`config.mk`:
```
export PLATFORM = sky130hd
export DESIGN_NAME = display_scan_mux
export DESIGN_NICKNAME = d
export VERILOG_FILES = /design/src/rtl/display_pkg.sv /design/src/rtl/display_scan_mux_tick.sv /design/src/rtl/display_scan_mux.sv
export SDC_FILE = /design/constraint.sdc
export NUM_CORES = 1
export LEC_CHECK = 0
export CAP_MARGIN = 30
export CORE_ASPECT_RATIO = 1.5
export CORE_MARGIN = 5
export CORE_UTILIZATION = 45
export DETAILED_ROUTE_END_ITERATION = 10
export PLACE_DENSITY = 0.71
export SLEW_MARGIN = 15
export SYNTH_ARGS = -nofsm -noshare
export SYNTH_HDL_FRONTEND = slang
export SYNTH_SLANG_ARGS = --single-unit
```
`constraint.sdc`:
```
create_clock -name clk -period 4 [get_ports clk]
set_input_delay 1.2 -clock clk [delete_from_list [all_inputs] [get_ports clk]]
set_output_delay 1.2 -clock clk [all_outputs]
set_load 0.01 [all_outputs]
```
`src/rtl/display_pkg.sv`:
```
// Shared constants and the leading-zero blanking rule for the 7-segment scanner.
// Combinational helpers only; no state.
package display_pkg;

  localparam int N_DIGITS_DEF = 4;
  localparam int MAX_DIGITS   = 16;

  localparam logic [N_DIGITS_DEF-1:0] ANODE_OFF = '1;

  // Arguments are zero-extended to MAX_DIGITS, so "all higher digits zero" holds
  // for any scanner narrower than MAX_DIGITS.
  function automatic logic f_digit_blank(input logic [4*MAX_DIGITS-1:0] value,
                                         input logic [MAX_DIGITS-1:0]   mask,
                                         input int                      i);
    logic blank;
    blank = (i != 0);
    for (int k = 1; k < MAX_DIGITS; k++) begin
      if (k >= i && (value[4*k +: 4] != 4'h0 || mask[k])) begin
        blank = 1'b0;
      end
    end
    return blank;
  endfunction

endpackage

```
`src/rtl/display_scan_mux_tick.sv`:
```
// Slot prescaler: cnt runs 0..PRESCALE-1 while enabled, holds otherwise.
// tick is combinational and high during the last cycle of each slot.
module scan_tick_gen #(
  parameter int PRESCALE = 50000
) (
  input  logic                        clk,
  input  logic                        rst_n,
  input  logic                        enable,
  output logic [$clog2(PRESCALE)-1:0] cnt,
  output logic                        tick
);

  localparam int CW = $clog2(PRESCALE);
  localparam logic [CW-1:0] LAST_CNT = CW'(PRESCALE - 1);

  logic [CW-1:0] cnt_q, cnt_d;

  always_comb begin
    tick  = enable && (cnt_q == LAST_CNT);
    cnt_d = cnt_q;
    if (tick) begin
      cnt_d = '0;
    end else if (enable) begin
      cnt_d = cnt_q + 1'b1;
    end
  end

  always_ff @(posedge clk or negedge rst_n) begin
    if (!rst_n) begin
      cnt_q <= '0;
    end else begin
      cnt_q <= cnt_d;
    end
  end

  assign cnt = cnt_q;

endmodule

```
`src/rtl/display_scan_mux.sv`:
```
// Time-multiplexed common-anode 7-segment scanner with leading-zero blanking.
// Outputs registered one cycle after (cnt, idx, shadow); load is always accepted.
module display_scan_mux
  import display_pkg::*;
#(
  parameter int N_DIGITS = N_DIGITS_DEF,
  parameter int PRESCALE = 50000,
  parameter int DEAD     = 16,
  parameter int BLANK_LZ = 1
) (
  input  logic                  clk,
  input  logic                  rst_n,
  input  logic                  enable,
  input  logic                  load,
  input  logic [4*N_DIGITS-1:0] valor,
  input  logic [N_DIGITS-1:0]   dp_mask,
  output logic [3:0]            dado,
  output logic                  dp,
  output logic [N_DIGITS-1:0]   anodo
);

  localparam int CW = $clog2(PRESCALE);
  localparam int IW = (N_DIGITS > 1) ? $clog2(N_DIGITS) : 1;
  localparam logic [N_DIGITS-1:0] ALL_OFF  = '1;
  localparam logic [N_DIGITS-1:0] ONE_HOT0 = N_DIGITS'(1);
  localparam logic [CW-1:0]       DEAD_C   = CW'(DEAD);
  localparam logic [IW-1:0]       LAST_IDX = IW'(N_DIGITS - 1);

  logic [CW-1:0]           cnt;
  logic                    tick;
  logic [IW-1:0]           idx_q, idx_d;
  logic [4*N_DIGITS-1:0]   shadow_q, shadow_d;
  logic [N_DIGITS-1:0]     mask_q, mask_d;
  logic [3:0]              dado_q, dado_d;
  logic                    dp_q, dp_d;
  logic [N_DIGITS-1:0]     anodo_q, anodo_d;
  logic [4*MAX_DIGITS-1:0] value_ext;
  logic [MAX_DIGITS-1:0]   mask_ext;
  logic                    blank_cur;

  scan_tick_gen #(.PRESCALE(PRESCALE)) u_tick (
    .clk    (clk),
    .rst_n  (rst_n),
    .enable (enable),
    .cnt    (cnt),
    .tick   (tick)
  );

  always_comb begin
    shadow_d = shadow_q;
    mask_d   = mask_q;
    if (load) begin
      shadow_d = valor;
      mask_d   = dp_mask;
    end
    idx_d = idx_q;
    if (tick) begin
      idx_d = (idx_q == LAST_IDX) ? '0 : idx_q + 1'b1;
    end
  end

  // Dead time at the start of every slot keeps the previous digit's segments
  // from ghosting onto the next anode while the decoder settles.
  always_comb begin
    value_ext = (4*MAX_DIGITS)'(shadow_q);
    mask_ext  = MAX_DIGITS'(mask_q);
    blank_cur = (BLANK_LZ != 0) && f_digit_blank(value_ext, mask_ext, int'(idx_q));
    dado_d    = shadow_q[4*idx_q +: 4];
    dp_d      = ~mask_q[idx_q];
    anodo_d   = ALL_OFF;
    if (enable && (cnt >= DEAD_C) && !blank_cur) begin
      anodo_d = ~(ONE_HOT0 << idx_q);
    end
  end

  always_ff @(posedge clk or negedge rst_n) begin
    if (!rst_n) begin
      idx_q    <= '0;
      shadow_q <= '0;
      mask_q   <= '0;
      dado_q   <= 4'h0;
      dp_q     <= 1'b1;
      anodo_q  <= ALL_OFF;
    end else begin
      idx_q    <= idx_d;
      shadow_q <= shadow_d;
      mask_q   <= mask_d;
      dado_q   <= dado_d;
      dp_q     <= dp_d;
      anodo_q  <= anodo_d;
    end
  end

  assign dado  = dado_q;
  assign dp    = dp_q;
  assign anodo = anodo_q;

endmodule

```
==> results.yml <==
critical_path:
  path_class: "input port to flip-flop"
  cp_slowest_cell: "clkdlybuf4s50_1"
  cp_num_buf_inv: 1
  max_stage_delay_ns: 0.63
  start_kind: "input port"
  worstSetupEndpointType: "flip-flop"
  crit_arrival_ns: 3.05
  r2r_slack_ns: 1.91
  cp_top_family: "simple AND/OR/NAND/NOR gates"
  path_cells: "clkdlybuf4s50_1 > nand4_1 > or2_2 > or4_1 > a21oi_1"
  cp_max_fo: 10
  required_ns: 4.23
timing:
  hold_viol: 0
  period_minus_slack_ns: 2.818
  fin_crit_sh_pct: 70.45
  relSlewSlack_pct: 44.02
  drv_slew: 0
  tightest_slew_ns: 0.8371
  max_freq_mhz: 354.9
  tns_ns: 0
  rsz0062_at_grt: "no"
  setup_viol: 0
  setup_slack_ns: 1.182
  fin_skew_ns: 0.002652
  fin_hold_ws_ns: 0.5037
synthesis:
  seq_area_frac_synth_pct: 54.88
  synth_commonest_cells: "42 x dfrtp_1, 21 x mux2_2, 12 x nand2_1"
  synth_warnings: 0
  yosys-top-cells-area: "dfrtp_1 49%, mux2_2 11%, dfstp_2 6.1%"
  syn_avg_cell_area_um2: 12.98
  synth_top_cell_area_share_pct: 48.78
  synthesis.area_um2: 2155
  syn-num-nets: 197
  synth_seq_cells: 47
  synthArstFlopShare_pct: 100.0
  synth.distinct_cells: 35
  synth_cells: 166
  yosysMostFrequentCell: "dfrtp_1"
  synth_area_leader_cell: "dfrtp_1"
  yosys_most_used_dff: "dfrtp_1"
  synth-edff-count: 0
clock_tree:
  cts.sinks: 47
  cts_max_level: 2
  cts_resized: 0
  clock_tree.buffer_depth: 2
  root_buffer: "clkbuf_8"
  cts_tree: "done"
  cts_post_setup_buffers_inserted: 0
  clkTransAtPathRegs_ns: 0.08
  clock_latency_ns: 0.30
  cts_buffers: 5
  hold_buffers: 0
placement:
  dp_slack_ns: 0.8872
  dp_hpwl_mm: 2.983
  port_buffers: 32
  post-place-cells: 256
  place_congestion: 0.8960
layout:
  utilization_pct: 57.16
  layout-drive-gt1-share_pct: 23.50
  fin_cells: 264
  nets: 230
  syn2layout_area_growth_pct: 21.49
  num_antenna_cells: 0
floorplan:
  die_y_um: 94.75
  ios: 33
  fp.dieW_um: 66.50
  floorplan.die_area_um2: 6300
  start_util_pct: 47.05
  rows: 30
  coreArea_um2: 4579
route:
  dr.pass1.iters: 4
  detail_route.wl_per_cell_um: 14.94
  routed_wirelength_mm: 3.945
  drt_iter0_drc: 67
  via_per_inst: 5.269
  drc: 0
  final_antenna_net_count: 0
  via_count: 1391
global_route:
  grt_pass1_vias: 1512
  antenna_found_initial: 0
  grt_usage_pct: 14.21
  grt_pass1_wl_mm: 6.713
  grt_max_degree: 48
  grt_overflow_total: 0
worst_hold_path:
  hold_path_class: "flip-flop to flip-flop"
pwr:
  leakage_nw: 1.104
  powerDensity_nw_per_um2: 390.1
  max-vdd-ir-drop_mv: 0.1997
job:
  drv_cap: 0
outcome:
  status: "finished clean"
registers in the layout, summed over array words and instances, names as in the netlist:
name,count
shadow_q,16
u_tick.cnt,16
anodo,4
dado,4
idx_q,2
mask_q,4
dp,1
routing by layer:
metal / part of all wire, % / track usage [%] / vias up
li1: - / - / 646
met1: 38 / 14.95 / 690
met2: 54 / 25.19 / 42
met3: 5.0 / 3.333 / 13
met4: 3.1 / 8.305 / 0
met5: 0 / 0 / -
layout make-up:
| cell class | count | area [µm²] |
|---|---|---|
| Multi-Input combinational cell | 106 | 907.1 |
| Clock buffer | 8 | 100.1 |
| Tap cell | 64 | 80.08 |
| Inverter | 6 | 22.52 |
| Fill cell | 388 | 1962 |
| Timing Repair Buffer | 33 | 325.3 |
| Sequential cell | 47 | 1182 |
worst paths after layout:
check,start,end,cells past startpoint
max,enable,u_tick.cnt[15],5
min,u_tick.cnt[10],u_tick.cnt[10],1
max reg2reg,u_tick.cnt[11],idx_q[0],4
min in group asynchronous,rst_n,u_tick.cnt[0],1
max in group asynchronous,rst_n,u_tick.cnt[3],1
min reg2reg,u_tick.cnt[10],u_tick.cnt[10],1
power by group:
group	internal [W]	switching [W]	total, W
sequential	0.000527	0.0000511	0.000578
combinational	0.0000818	0.0000548	0.000137
clock	0.000158	0.000149	0.000307
total	0.000766	0.000255	0.00102
layout by cell type (no fill, tap or decap), drive strengths merged:
master         instances
nand2                 12
o31ai                  1
a31oi                  1
or4                    6
mux2                  22
o41ai                  1
o311ai                 1
and3                   1
xnor2                  5
dfstp                  5
and4                   1
nor4                   2
o21ai                  1
or3                    1
ha                     7
nand4                  5
o21bai                 1
mux4                   5
buf                    2
nor2                  10
a21oi                  1
inv                    6
nand3                  5
clkbuf                 8
nand2b                 1
nor3                   4
clkdlybuf4s50         31
xor2                   8
o22ai                  2
dfrtp                 42
or2                    2
per-stage QoR:
step	area [µm²]	power (W)
after global placement	2515	0.0007156
final	2618	0.001021
after detailed placement	2515	0.0007236
after floorplan	2155	0.0006542
after CTS	2615	0.001031
after global routing	2618	0.001071
kinds of logic after synthesis:
family | share of synthesized area [%]
adder cells (fa/ha/maj) | 4.065
AND/OR/NAND/NOR | 13.01
buffers and inverters | 3.019
AO/OA/AOI/OAI | 2.846
flip-flops | 54.88
multiplexers | 16.90
XOR/XNOR | 5.285
No activity file was read; power rests on OpenSTA's default activity.
